**src/rtl/gpio_in_filter.sv**
```systemverilog
// GPIO input conditioning: 2-flop sync, per-pin debounce, edge status.
// Output levels/enables are simply registered toward the pad cell.
module gpio_in_filter #(
  parameter int WIDTH     = 8,
  parameter int CNT_WIDTH = 16
) (
  input  logic                 clk_i,
  input  logic                 rst_i,
  input  logic [WIDTH-1:0]     pad_c_i,
  input  logic [WIDTH-1:0]     out_i,
  input  logic [WIDTH-1:0]     oen_i,
  output logic [WIDTH-1:0]     pad_i_o,
  output logic [WIDTH-1:0]     pad_oen_o,
  input  logic [CNT_WIDTH-1:0] db_thres_i,
  input  logic [WIDTH-1:0]     rise_en_i,
  input  logic [WIDTH-1:0]     fall_en_i,
  input  logic [WIDTH-1:0]     irq_clr_i,
  output logic [WIDTH-1:0]     data_o,
  output logic [WIDTH-1:0]     irq_stat_o,
  output logic                 irq_o
);

  logic [WIDTH-1:0]     sync1;
  logic [WIDTH-1:0]     sync2;
  logic [WIDTH-1:0]     filt;
  logic [WIDTH-1:0]     filt_d;
  logic [WIDTH-1:0]     irq_stat;
  logic [WIDTH-1:0]     irq_stat_d;
  logic [WIDTH-1:0]     commit_rise;
  logic [WIDTH-1:0]     commit_fall;
  logic [CNT_WIDTH-1:0] cnt   [WIDTH];
  logic [CNT_WIDTH-1:0] cnt_d [WIDTH];

  always_ff @(posedge clk_i) begin
    if (rst_i) begin
      pad_i_o   <= '0;
      pad_oen_o <= '0;
    end else begin
      pad_i_o   <= out_i;
      pad_oen_o <= oen_i;
    end
  end

  always_comb begin
    filt_d = filt;
    for (int i = 0; i < WIDTH; i++) begin
      cnt_d[i] = cnt[i];
      if (sync2[i] == filt[i]) begin
        cnt_d[i] = '0;
      end else if (cnt[i] >= db_thres_i) begin
        filt_d[i] = sync2[i];
        cnt_d[i]  = '0;
      end else if (!(&cnt[i])) begin
        cnt_d[i] = cnt[i] + 1'b1;
      end
    end
  end

  // A clear coinciding with a new edge loses to the set.
  always_comb begin
    commit_rise = filt_d & ~filt;
    commit_fall = ~filt_d & filt;
    irq_stat_d  = (irq_stat & ~irq_clr_i)
                | (commit_rise & rise_en_i)
                | (commit_fall & fall_en_i);
  end

  always_ff @(posedge clk_i) begin
    if (rst_i) begin
      sync1    <= '0;
      sync2    <= '0;
      filt     <= '0;
      irq_stat <= '0;
      for (int i = 0; i < WIDTH; i++) begin
        cnt[i] <= '0;
      end
    end else begin
      sync1    <= pad_c_i;
      sync2    <= sync1;
      filt     <= filt_d;
      irq_stat <= irq_stat_d;
      for (int i = 0; i < WIDTH; i++) begin
        cnt[i] <= cnt_d[i];
      end
    end
  end

  assign data_o     = filt;
  assign irq_stat_o = irq_stat;
  assign irq_o      = |irq_stat;

endmodule

```
**config.mk**
```make
export PLATFORM = sky130hd
export DESIGN_NAME = gpio_in_filter
export DESIGN_NICKNAME = d
export VERILOG_FILES = /design/src/rtl/gpio_in_filter.sv
export SDC_FILE = /design/constraint.sdc
export NUM_CORES = 1
export LEC_CHECK = 0
export CORE_MARGIN = 2
export CORE_UTILIZATION = 50
export CTS_BUF_LIST = sky130_fd_sc_hd__clkbuf_4 sky130_fd_sc_hd__clkbuf_8
export CTS_CLUSTER_SIZE = 10
export DETAILED_ROUTE_END_ITERATION = 6
export GPL_TIMING_DRIVEN = 1
export PLACE_DENSITY = 0.71
export SETUP_SLACK_MARGIN = 0.4
export SLEW_MARGIN = 15
export SYNTH_ARGS = -nofsm -noshare
export SYNTH_HDL_FRONTEND = slang
export SYNTH_SLANG_ARGS = --single-unit
```
**constraint.sdc**
```tcl
create_clock -name clk_i -period 2.9 [get_ports clk_i]
set_input_delay 0.725 -clock clk_i [delete_from_list [all_inputs] [get_ports clk_i]]
set_output_delay 0.725 -clock clk_i [all_outputs]
set_load 0.005 [all_outputs]
```
==> results.json <==
{
  "status": "complete, no violations",
  "ff2ff_setup_slack_ns": 0.64,
  "synthCells": 1243,
  "grt_usage": 0.258,
  "endpoint": "irq_stat_o[1]$_SDFF_PP0_",
  "ys_async_sr_fraction": 0,
  "vdd_drop_max_mv": 0.247,
  "clk_latency_ns": 0.47,
  "synth_nets": 1445,
  "syn_to_final_growth_pct": 29.7,
  "ys_seq_area_frac": 0.330,
  "drt_iter0_markers": 664,
  "yosysWarnings": 0,
  "hold_slack_ns": 0.447,
  "n_antenna_cell": 0,
  "critPathLaunchType": "input pin",
  "crit_fanout": 6,
  "synth_edf_count": 0,
  "cts.sinks": 176,
  "antenna_found_initial": 0,
  "clk_pin_slew_ns": 0.11,
  "nNetsFinal": 1634,
  "grt_pass1_vias": 9350,
  "cp-end-kind": "register",
  "vias": 9973,
  "postCtsHoldBufs": 0,
  "cts_buffer_depth": 2,
  "crit_required_ns": 3.29,
  "overflow": 0,
  "fin_util": 0.659,
  "placed_cell_area_sq_um": 12500,
  "cts_root_buf": "clkbuf_8",
  "fin_skew_ns": 0.0172,
  "synth-main-ff-cell": "dfxtp_1",
  "rsz0062_at_grt": "true",
  "core_region_area_sq_um": 21000,
  "wl_per_cell_um": 17.1,
  "drt-pass1-iter-count": 7,
  "finalWeightedCongestion": 0.837,
  "mappedNetlistArea_sq_um": 10700,
  "worstMarginPinSlew_ns": 0.855,
  "pin_count": 99,
  "cts_buffers": 17,
  "std_cell_rows": 53,
  "synth_cell_types": 61,
  "antenna_left": 0,
  "htreeDepth": 4,
  "period_needed_ns": 2.48,
  "hp-class": "reg -> reg",
  "portBuffers": 98,
  "cp-startpoint": "db_thres_i[3]",
  "grt_max_degree": 30,
  "start_util": 0.508,
  "cts_tree": "built",
  "p_leak_nw": 5.19,
  "r2r_end": "cnt[0][14]$_SDFFE_PP0N_",
  "power_density_nw_per_um2": 336,
  "dpl.hpwl_mm": 21.0,
  "ys_ff_latch": 176,
  "setup_viol": 0,
  "drive_gt1_frac": 0.176,
  "viasPerCell": 5.80,
  "maxSlewHeadroom": 0.430,
  "finalHoldViolations": 0,
  "die_w_um": 150,
  "drc": 0,
  "fin_area_sq_um": 13900,
  "grt_pass1_wl_mm": 46.6,
  "die_area_sq_um": 22600,
  "die_height_um": 150,
  "finalCritPeriodShare": 0.856,
  "r2r-start": "cnt[0][2]$_SDFFE_PP0N_",
  "criticalPathCategory": "in -> reg",
  "cap_violations": 0,
  "final-max-slew-violation-count": 0,
  "rr_worst_depth": 7,
  "max_freq_mhz": 403,
  "crit_arrival_ns": 2.87,
  "avgSynthCellArea_sq_um": 8.60,
  "drt-total-wl_mm": 29.4
}
## final cells by class
type,instances,area (sq um)
clock buffers,18,248
clock inverters,14,139
fillers,1684,7170
inverters,53,219
multi-input cells,977,7410
flip-flops and latches,176,3520
well taps,275,344
repair buffers,207,1960
## critical path, stage by stage
cell and delay, ns:
clkdlybuf4s50_1 0.47, inv_2 0.05, buf_6 0.14, ha_2 0.31
nor2_1 0.05, nor2_2 0.09, a41oi_2 0.19, buf_4 0.18
o31a_1 0.35, o31ai_2 0.30
## cell usage after synthesis, drive strengths merged, types with 8 or more instances
library cell | instances | area share
a2111oi | 8 | 0.0075
a211oi | 31 | 0.022
a21oi | 80 | 0.037
a31oi | 12 | 0.0070
and2 | 12 | 0.0073
and3 | 17 | 0.010
and4 | 14 | 0.012
buf | 12 | 0.0064
clkbuf | 26 | 0.0091
dfxtp | 176 | 0.33
ha | 136 | 0.16
inv | 53 | 0.019
mux2i | 21 | 0.020
nand2 | 89 | 0.031
nand2b | 23 | 0.013
nand3 | 52 | 0.025
nand4 | 42 | 0.025
nor2 | 101 | 0.035
nor2b | 38 | 0.022
nor3 | 85 | 0.041
nor4 | 21 | 0.013
o21ai | 33 | 0.015
o31ai | 12 | 0.010
xnor2 | 75 | 0.061
xor2 | 14 | 0.011
## worst min path at each step
stage / cells after the start / end / from
after global placement: 1 / sync2[2]$_SDFF_PP0_ / sync1[2]$_SDFF_PP0_
after floorplan: 1 / sync2[0]$_SDFF_PP0_ / sync1[0]$_SDFF_PP0_
final: 1 / sync2[1]$_SDFF_PP0_ / sync1[1]$_SDFF_PP0_
after global routing: 1 / sync2[3]$_SDFF_PP0_ / sync1[3]$_SDFF_PP0_
after CTS: 1 / sync2[1]$_SDFF_PP0_ / sync1[1]$_SDFF_PP0_
after detailed placement: 1 / sync2[1]$_SDFF_PP0_ / sync1[1]$_SDFF_PP0_
## timing repair
| action | 4_1_cts | 5_1_grt |
|---|---|---|
| cloned | 2 | 1 |
| endpoints found under the setup margin | 142 | 90 |
| resized for setup | 76 | 75 |
| buffers inserted | 16 | 12 |
| pin swaps | 31 | 37 |
## logic make-up (layout without fill, tap and decap cells)
family	after synthesis	after routing	synth area share
flops	176	176	0.330
mux	22	22	0.0207
compound gates	212	213	0.130
simple gates	517	517	0.253
xor+xnor	89	89	0.0730
fa+ha+maj	136	136	0.159
buf+inv	91	292	0.0342
## placed cells by master (no fill, tap or decap), drive strengths merged, types with 4 or more instances in the layout
cell / count
nand2b: 23
mux2i: 21
and3: 17
nor4: 21
clkinv: 5
nor2b: 38
a31oi: 12
and4: 14
a221oi: 5
dfxtp: 176
o211ai: 4
clkbuf: 21
or2: 4
o31a: 4
a2111oi: 8
and2: 12
dlygate4sd2: 5
dlymetal6s2s: 4
nor2: 101
o31ai: 13
nand4: 42
inv: 56
xnor2: 75
buf: 109
o21ai: 33
a211oi: 31
nor3: 85
nand3: 52
a21oi: 80
a41oi: 6
nor4b: 5
xor2: 14
clkdlybuf4s50: 85
or3b: 7
ha: 136
nand2: 89
clkinvlp: 6
## power breakdown
part | internal [W] | switching [W]
clock | 0.000659 | 0.00107
combinational | 0.000255 | 0.000225
sequential | 0.00244 | 0.0000137
## state kept, by name, indices dropped and copies added, names as in the netlist
| signal | count |
|---|---|
| pad_i_o | 8 |
| irq_stat_o | 8 |
| data_o | 8 |
| cnt | 128 |
| sync1 | 8 |
| sync2 | 8 |
| pad_oen_o | 8 |
## per-layer routing
metal  share of wire  global-route usage
met1            0.44               0.324
met2            0.48               0.447
met3           0.061              0.0558
met4           0.023              0.0731
met5               0                   0
## per-stage QoR
step,worst slack (ns),setup TNS (ns),std cells,total power [W]
5_1_grt,0.341,0,1720,0.00481
3_5_place_dp,-0.485,-33.88,1657,0.00291
2_1_floorplan,0.453,0,1243,0.00268
6_report,0.419,0,1720,0.00466
4_1_cts,0.370,0,1707,0.00463
3_3_place_gp,-0.495,-31.08,1657,0.00290
Note: power is estimated with default switching activity, not from simulation.
